--- config.mk ---
export PLATFORM = sky130hd
export DESIGN_NAME = cnn_l1_flatten_stream
export DESIGN_NICKNAME = d
export VERILOG_FILES = /design/src/rtl/cnn_pkg.sv /design/src/rtl/cnn_skid_fifo.sv /design/src/rtl/cnn_l1_flatten_stream.sv
export SDC_FILE = /design/constraint.sdc
export NUM_CORES = 1
export LEC_CHECK = 0
export CORE_MARGIN = 2
export CORE_UTILIZATION = 35
export CTS_CLUSTER_SIZE = 12
export DETAILED_ROUTE_END_ITERATION = 10
export GPL_ROUTABILITY_DRIVEN = 0
export PLACE_DENSITY = 0.61
export SETUP_SLACK_MARGIN = 0.4
export SLEW_MARGIN = 20
export SYNTH_ARGS = -nofsm -noshare
export SYNTH_HDL_FRONTEND = slang
export SYNTH_HIERARCHICAL = 1
export SYNTH_SLANG_ARGS = --single-unit
--- constraint.sdc ---
create_clock -name clk -period 6 [get_ports clk]
set_input_delay 0.6 -clock clk [delete_from_list [all_inputs] [get_ports clk]]
set_output_delay 0.6 -clock clk [all_outputs]
set_load 0.02 [all_outputs]
--- src/rtl/cnn_pkg.sv ---
// Shared constants for the CNN engine: map geometry, data width, memory selects,
// flatten-stream FSM state codes and the most negative fixed-point value.
package cnn_pkg;

  localparam int MAP_W = 32;
  localparam int MAP_H = 32;
  localparam int DW    = 20;

  localparam logic [2:0] CSEL_NONE = 3'b000;
  localparam logic [2:0] CSEL_L0   = 3'b001;
  localparam logic [2:0] CSEL_L1   = 3'b011;

  localparam logic [1:0] ST_IDLE  = 2'd0;
  localparam logic [1:0] ST_READ  = 2'd1;
  localparam logic [1:0] ST_DRAIN = 2'd2;

  localparam logic [DW-1:0] DATA_MIN = 20'h80000;

endpackage

--- src/rtl/cnn_skid_fifo.sv ---
// Two-entry synchronous FIFO; a push together with a pop is accepted even when
// full, since the popped slot is the one being refilled.
module cnn_skid_fifo #(
  parameter int W = 31
) (
  input  logic         clk,
  input  logic         reset,
  input  logic         push,
  input  logic         pop,
  input  logic [W-1:0] din,
  output logic [W-1:0] dout,
  output logic         full,
  output logic         empty,
  output logic [1:0]   count
);

  logic [W-1:0] mem [2];
  logic         wr_ptr;
  logic         rd_ptr;
  logic [1:0]   cnt;
  logic         do_push;
  logic         do_pop;

  assign do_pop  = pop && (cnt != 2'd0);
  assign do_push = push && ((cnt != 2'd2) || do_pop);
  assign dout    = mem[rd_ptr];
  assign full    = (cnt == 2'd2);
  assign empty   = (cnt == 2'd0);
  assign count   = cnt;

  always_ff @(posedge clk or negedge reset) begin
    if (!reset) begin
      mem[0] <= '0;
      mem[1] <= '0;
      wr_ptr <= 1'b0;
      rd_ptr <= 1'b0;
      cnt    <= 2'd0;
    end else begin
      if (do_push) begin
        mem[wr_ptr] <= din;
        wr_ptr      <= ~wr_ptr;
      end
      if (do_pop) begin
        rd_ptr <= ~rd_ptr;
      end
      case ({do_push, do_pop})
        2'b10:   cnt <= cnt + 2'd1;
        2'b01:   cnt <= cnt - 2'd1;
        default: cnt <= cnt;
      endcase
    end
  end

endmodule

--- src/rtl/cnn_l1_flatten_stream.sv ---
// Reads the completed layer-1 pooled map in row-major order and streams it out
// with flat index and last marker, tracking the running signed maximum.
module cnn_l1_flatten_stream
  import cnn_pkg::*;
#(
  parameter int MAP_W = cnn_pkg::MAP_W,
  parameter int MAP_H = cnn_pkg::MAP_H,
  parameter int DW    = cnn_pkg::DW,
  parameter int AW    = 10
) (
  input  logic          clk,
  input  logic          reset,
  input  logic          start,
  output logic          busy,
  output logic          done,
  output logic          crd,
  output logic [AW-1:0] caddr_rd,
  output logic [2:0]    csel,
  input  logic [DW-1:0] cdata_rd,
  output logic          out_valid,
  input  logic          out_ready,
  output logic [DW-1:0] out_data,
  output logic [AW-1:0] out_index,
  output logic          out_last,
  output logic [DW-1:0] max_data,
  output logic [AW-1:0] max_index
);

  localparam int            NPIX     = MAP_W * MAP_H;
  localparam logic [AW-1:0] LAST_IDX = AW'(NPIX - 1);
  localparam int            FW       = DW + AW + 1;

  logic [1:0]    state;
  logic [AW-1:0] wr_idx;
  logic          in_flight;
  logic          pop;
  logic          issue;
  logic [2:0]    demand;
  logic [FW-1:0] fifo_din;
  logic [FW-1:0] fifo_dout;
  logic          fifo_full;
  logic          fifo_empty;
  logic [1:0]    fifo_count;

  assign busy      = (state != ST_IDLE);
  assign csel      = busy ? CSEL_L1 : CSEL_NONE;
  assign out_valid = !fifo_empty;
  assign pop       = out_valid && out_ready;

  // A read is only issued if its data is guaranteed a FIFO slot when it returns.
  assign demand = {1'b0, fifo_count} + {2'b00, in_flight} + {2'b00, !pop};
  assign issue  = (state == ST_READ) && (demand <= 3'd2) && !(fifo_full && !pop);
  assign crd    = issue;

  assign fifo_din = {(wr_idx == LAST_IDX), wr_idx, cdata_rd};
  assign {out_last, out_index, out_data} = fifo_dout;

  cnn_skid_fifo #(
    .W(FW)
  ) u_fifo (
    .clk  (clk),
    .reset(reset),
    .push (in_flight),
    .pop  (pop),
    .din  (fifo_din),
    .dout (fifo_dout),
    .full (fifo_full),
    .empty(fifo_empty),
    .count(fifo_count)
  );

  always_ff @(posedge clk or negedge reset) begin
    if (!reset) begin
      state     <= ST_IDLE;
      done      <= 1'b0;
      caddr_rd  <= '0;
      wr_idx    <= '0;
      in_flight <= 1'b0;
      max_data  <= '0;
      max_index <= '0;
    end else begin
      done      <= 1'b0;
      in_flight <= issue;
      if (in_flight) begin
        wr_idx <= wr_idx + AW'(1);
      end
      if (pop && ($signed(out_data) > $signed(max_data))) begin
        max_data  <= out_data;
        max_index <= out_index;
      end
      case (state)
        ST_IDLE: begin
          if (start) begin
            state     <= ST_READ;
            caddr_rd  <= '0;
            wr_idx    <= '0;
            max_data  <= DATA_MIN;
            max_index <= '0;
          end
        end
        ST_READ: begin
          if (issue) begin
            caddr_rd <= caddr_rd + AW'(1);
            if (caddr_rd == LAST_IDX) begin
              state <= ST_DRAIN;
            end
          end
        end
        ST_DRAIN: begin
          if (pop && out_last) begin
            state <= ST_IDLE;
            done  <= 1'b1;
          end
        end
        default: state <= ST_IDLE;
      endcase
    end
  end

endmodule
==> impl_metrics.yaml, run 1 <==
clock_tree:
  cts_tree: "done"
  cts_root_buffer: "clkbuf_16"
  clock_sinks: 120
  clock_path_buffers: 2
  cts_setup_buffers: 0
  clkLatencyLatePin_ns: 0.41
  cts.clk_slew.worst_paths_ns: 0.05
  hold_buffers: 0
  h-tree-depth: 4
  postCtsResizedCells: 0
  cts_made_buffers: 17
synth:
  async_flop_share: 1.00
  synth_top_area_cell: "dfrtp_1"
  yosys_warnings: 6
  synth_area_leaders: "dfrtp_1 (50%), mux2_2 (15%), ha_1 (5.2%)"
  syn_nets: 561
  ys_seq_area_frac: 0.497
  synth.top_cells.by_count: "dfrtp_1 (120), mux2_2 (82), nand2_1 (77)"
  yosys.area.top_type_share: 0.497
  synth_ff_type: "dfrtp_1"
  synth-edff-count: 0
  netlist_instances: 511
  synth_most_common_cell: "dfrtp_1"
  synth_cell_type_count: 45
  avgSynthCellArea_sq_um: 11.8
  synth_area_sq_um: 6040
  ys_ff_latch: 120
layout:
  diodes: 0
  fin_cells: 847
  fin_nets: 661
  areaGrowthSynthToFinish_pct: 29.4
  drive_above_1_share: 0.207
sta:
  max_freq_mhz: 242
  max-slew-margin-rel: 0.282
  tightest_slew_ns: 1.08
  setup_violations: 0
  rsz0062_at_grt: "no"
  period_share: 0.690
  tns_ns: 0
  hold_viol: 0
  clock_skew_ns: 0.00664
  maxSlewViolCount: 0
  min_period_ns: 4.14
worst_setup_path:
  max_stage_delay_ns: 1.05
  worstSetupEndpointType: "register"
  crit_chain: "buf_4, mux2_2, inv_1, ha_1, nor2b_1, o211ai_1, a21boi_2, a2111oi_4, mux2i_4, buf_4, mux2i_1"
  arrival_ns: 4.47
  crit_buf_inv: 3
  setup.worst_path.start_class: "register"
  cpMaxStageDelayCell: "dfrtp_1"
  path_max_fanout: 22
  critPathKind: "register to register"
  crit_required_ns: 6.33
  crit_family: "multiplexers"
  cpMostUsedCell: "buf_4"
route:
  ant_nets: 0
  finalWirelength_microns: 13500
  wl_per_cell_microns: 15.9
  drt_iter0_drc: 183
  via_per_inst: 4.82
  drt_first_pass_iters: 4
  drc: 0
  vias: 4085
die:
  io_pins: 102
  core_area_sq_um: 17100
  initial_utilization: 0.354
  rows: 48
  die_area_sq_um: 18300
  fp.dieW_microns: 135
  die_h_microns: 135
grt:
  grt_pass1_vias: 4374
  gr-total-overflow: 0
  grt_max_degree: 76
  grt_antenna_before_repair: 0
  grt_use_total: 0.157
  grt_pass1_wl_microns: 22300
power:
  ir_worst_vdd_uv: 324
  p_leak_uw: 0.00347
  p_per_area_nw_per_um2: 656
place:
  place_hpwl_microns: 9450
  dpl.cell_count: 817
  port_buffers: 100
job:
  drv_cap: 0
worst_hold_path:
  hold_class: "input port to async pin"
run_status:
  run_status: "completed"
[routing by layer]
layer  share of wire  GRT usage  vias to the layer above  routed length, microns
met1            0.44      0.191                     2039                    5960
met5               0          0                        -                       0
li1                -          -                     1937                       -
met4           0.017     0.0550                        0                     231
met3           0.040     0.0415                       21                     546
met2            0.50      0.269                       88                    6750
[state kept, by name, summed over array words and instances, names as in the netlist]
| register | count |
|---|---|
| state | 2 |
| u_fifo/mem | 62 |
| u_fifo/wr_ptr | 1 |
| u_fifo/count | 2 |
| done | 1 |
| max_data | 20 |
| wr_idx | 10 |
| max_index | 10 |
| in_flight | 1 |
| caddr_rd | 10 |
| u_fifo/rd_ptr | 1 |
[logic make-up after synthesis]
kind of cell | synth area share
flip-flops | 0.497
adder cells (fa/ha/maj) | 0.0551
other | 0.000621
AO/OA/AOI/OAI | 0.0375
XOR/XNOR | 0.0276
multiplexers | 0.227
AND/OR/NAND/NOR | 0.109
buffers and inverters | 0.0462
[where the power goes]
part / internal (uW) / switching [uW] / leakage (uW)
logic: 1290 / 1330 / 0.00166
registers: 1160 / 285 / 0.00151
clock network: 709 / 349 / 0.000303
[layout by cell type (no fill, tap or decap), types with 3 or more instances in the layout]
master / netlist / final
a21oi_1: 13 / 13
nor2b_1: 3 / 3
mux2_1: 11 / 11
nand2b_1: 4 / 4
or3_1: 3 / 3
nor2_1: 23 / 23
xnor2_1: 5 / 5
xor2_1: 14 / 14
inv_1: 27 / 27
clkdlybuf4s50_1: 0 / 99
ha_1: 25 / 25
mux2i_1: 31 / 31
nand2_1: 77 / 76
clkbuf_16: 0 / 17
clkinv_2: 1 / 5
mux2_2: 82 / 82
o21ai_0: 5 / 5
and3_1: 5 / 5
nand3_1: 5 / 5
buf_4: 3 / 6
nand4_1: 9 / 9
bufinv_16: 0 / 4
dfrtp_1: 120 / 120
[worst paths after layout]
path	startpoint	slack [ns]	endpoint	cells past startpoint
worst max register to register	u_fifo/rd_ptr	1.86	max_data[13]	11
worst max-delay path	u_fifo/rd_ptr	1.86	max_data[13]	11
worst min-delay path	reset	0.34	max_index[2]	1
max in group asynchronous	reset	4.50	u_fifo/mem[3]	2
worst min register to register	u_fifo/mem[42]	0.48	u_fifo/mem[42]	1
min in group clk	u_fifo/mem[42]	0.48	u_fifo/mem[42]	1
[cell type report]
cell class                      instances  area [sq um]
Multi-Input combinational cell        339          2780
Clock inverter                          9           149
Fill cell                            1560          9240
Sequential cell                       120          3000
Tap cell                              225           282
Inverter                               28           106
Clock buffer                           21           460
Timing Repair Buffer                  105          1040
[worst reg2reg max path, stage by stage (launching register included)]
cell and delay [ns]:
dfrtp_1 1.05, buf_4 0.38, mux2_2 0.38, inv_1 0.06
ha_1 0.13, nor2b_1 0.05, o211ai_1 0.19, a21boi_2 0.10
a2111oi_4 0.35, mux2i_4 0.69, buf_4 0.43, mux2i_1 0.25
[metrics by stage]
stage / power (uW) / hold slack [ns] / worst slack [ns] / utilization / instance area, sq um
after floorplan: 3210 / 0.304 / 3.02 / - / 6040
after global placement: 4030 / 0.463 / 1.92 / 0.422 / 7200
after detailed placement: 4120 / 0.474 / 1.83 / 0.422 / 7200
after CTS: 5190 / 0.372 / 1.79 / 0.458 / 7810
after global routing: 5490 / 0.423 / 1.50 / 0.458 / 7810
final: 5120 / 0.341 / 1.86 / 0.458 / 7810
No activity file was read; power rests on OpenSTA's default activity.
==> run 2, diff against run 1 <==
Settings changed: PLACE_DENSITY 0.61 to 0.63.
Clock period 6 ns to 3.5 ns, I/O delays scaled along.
==> run 2 against run 1 <==
  * Clock skew barely moved
  * Final area rose by 4.3%
  * Via count rose by 2.4%
  * Global-route usage fell by 0.27 points
  * Combinational power rose by 110%
  * Register-to-register slack got worse by 1.5 ns
  * Sequential power rose by 65%
  * Cell count rose by 3.0%
  * Die area did not move
  * First-iteration DRC count fell by 37%
  * Hold slack improved by 0.11 ns
  * Sequential share of layout area fell by 1.6 points
  * Critical endpoint unchanged
==> impl_metrics.yaml, run 2 (synthesis results as in run 1) <==
run_status:
  run_status: "completed"
sta:
  maxSlewViolCount: 0
  tightest_slew_ns: 0.506
  rsz0062_at_grt: "yes"
  hold_viol: 0
  min_period_ns: 3.11
  max_freq_mhz: 321
  period_share: 0.890
  setup_ws_ns: 0.385
  whs_ns: 0.452
  clock_skew_ns: 0.00641
  setup_violations: 0
  tns_ns: 0
  max-slew-margin-rel: 0.663
place:
  place_hpwl_microns: 9420
  pre_cts_ws_ns: 0.190
  port_buffers: 100
  dpl.cell_count: 824
clock_tree:
  cts.clk_slew.worst_paths_ns: 0.05
  clkLatencyLatePin_ns: 0.41
  cts_tree: "done"
  clock_path_buffers: 2
  cts_root_buffer: "clkbuf_16"
  h-tree-depth: 4
  cts_made_buffers: 17
  clock_sinks: 120
job:
  drv_cap: 0
worst_setup_path:
  path_max_fanout: 5
  crit_family: "multiplexers"
  crit_required_ns: 3.83
  r2r_start: "u_fifo/rd_ptr"
  crit_buf_inv: 4
  arrival_ns: 3.44
  startpoint: "u_fifo/rd_ptr"
  cpMaxStageDelayCell: "dfrtp_1"
  crit_chain: "buf_8, buf_8, mux2_2, ha_1, nand4_1, nor4_2, a21boi_2, a2111oi_4, mux2i_4, buf_12, clkbuf_16, mux2i_1"
  max_stage_delay_ns: 0.42
  worstSetupEndpointType: "register"
  cpMostUsedCell: "buf_8"
  critPathKind: "register to register"
  setup.worst_path.start_class: "register"
layout:
  fin_nets: 686
  areaGrowthSynthToFinish_pct: 35.0
  fin_util: 0.478
  fin_cells: 872
  largest_reg_flops: 62
  reg_top3: "u_fifo/mem x62, max_data x20"
  diodes: 0
  drive_above_1_share: 0.250
  layout_commonest_cell: "dfrtp_1"
  regMostFlops: "u_fifo/mem"
  layout_common_cells: "dfrtp_1 (118), clkdlybuf4s50_1 (98), mux2_2 (80)"
grt:
  grt_antenna_before_repair: 0
  grtUsageMet1: 0.183
  grt_use_total: 0.154
  met2_usage: 0.272
  grt_util_met3: 0.0400
  grt_pass1_wl_microns: 21700
  grt_pass1_vias: 4314
  grt.busiest_layer: "met2"
  grt_max_degree: 85
  gr-total-overflow: 0
die:
  initial_utilization: 0.354
  die_h_microns: 135
  io_pins: 102
  fp.dieW_microns: 135
  rows: 48
  die_area_sq_um: 18300
  core_area_sq_um: 17100
route:
  wl_per_cell_microns: 16.2
  vias: 4182
  ant_nets: 0
  via_per_inst: 4.80
  drt_iter0_drc: 115
  drt_first_pass_iters: 4
  finalWirelength_microns: 14100
  drc: 0
power:
  p_per_area_nw_per_um2: 1140
  ir_worst_vdd_uv: 509
  p_leak_uw: 0.00362
worst_hold_path:
  hold_class: "input port to async pin"
==> run 2: repair_timing <==
action,CTS,global route
hold endpoints to repair,36,0
cloned,0,4
buffers inserted,2,11
pin swaps,1,9
resized for setup,8,25
hold buffers,1,0
endpoints found under the setup margin,1,31
==> run 2: final cells by class <==
class	instances	area, sq um
multi-input combinational	339	2860
fill	1578	8910
sequential	120	3010
timing repair buffer	130	1370
inverter	28	106
tap	225	282
clock buffer	27	513
clock inverter	3	15.0
==> run 2: path summary, 6_finish.rpt <==
check / endpoint / slack (ns) / cells after the start
worst max register to register: max_data[13] / 0.39 / 12
worst max-delay path: max_data[13] / 0.39 / 12
max in group asynchronous: u_fifo/count[0] / 2.23 / 3
worst min-delay path: max_index[4] / 0.45 / 2
min in group clk: u_fifo/mem[50] / 0.48 / 1
worst min register to register: u_fifo/mem[50] / 0.48 / 1
==> run 2: where the power goes <==
part	switching [uW]	internal [uW]	total [uW]	leakage, uW
Combinational	2610	2780	5390	0.00184
Clock	563	986	1550	0.000263
Sequential	389	2000	2390	0.00151
==> run 2: per-stage QoR <==
stage / instance area [sq um] / power (uW)
2_1_floorplan: 6040 / 5510
3_3_place_gp: 7280 / 6990
3_5_place_dp: 7280 / 7150
4_1_cts: 7850 / 8800
5_1_grt: 8150 / 9970
6_report: 8150 / 9330
==> run 2: metal layers <==
layer,vias to the layer above,part of all wire
met3,23,0.034
li1,1998,-
met4,0,0.021
met2,79,0.51
met1,2082,0.43
met5,-,0
==> run 3, diff against run 2 <==
Settings changed: CTS_CLUSTER_SIZE 12 to 10.
==> results of run 3 <==
Final layout, timing and power as in run 2 (identical DEF).
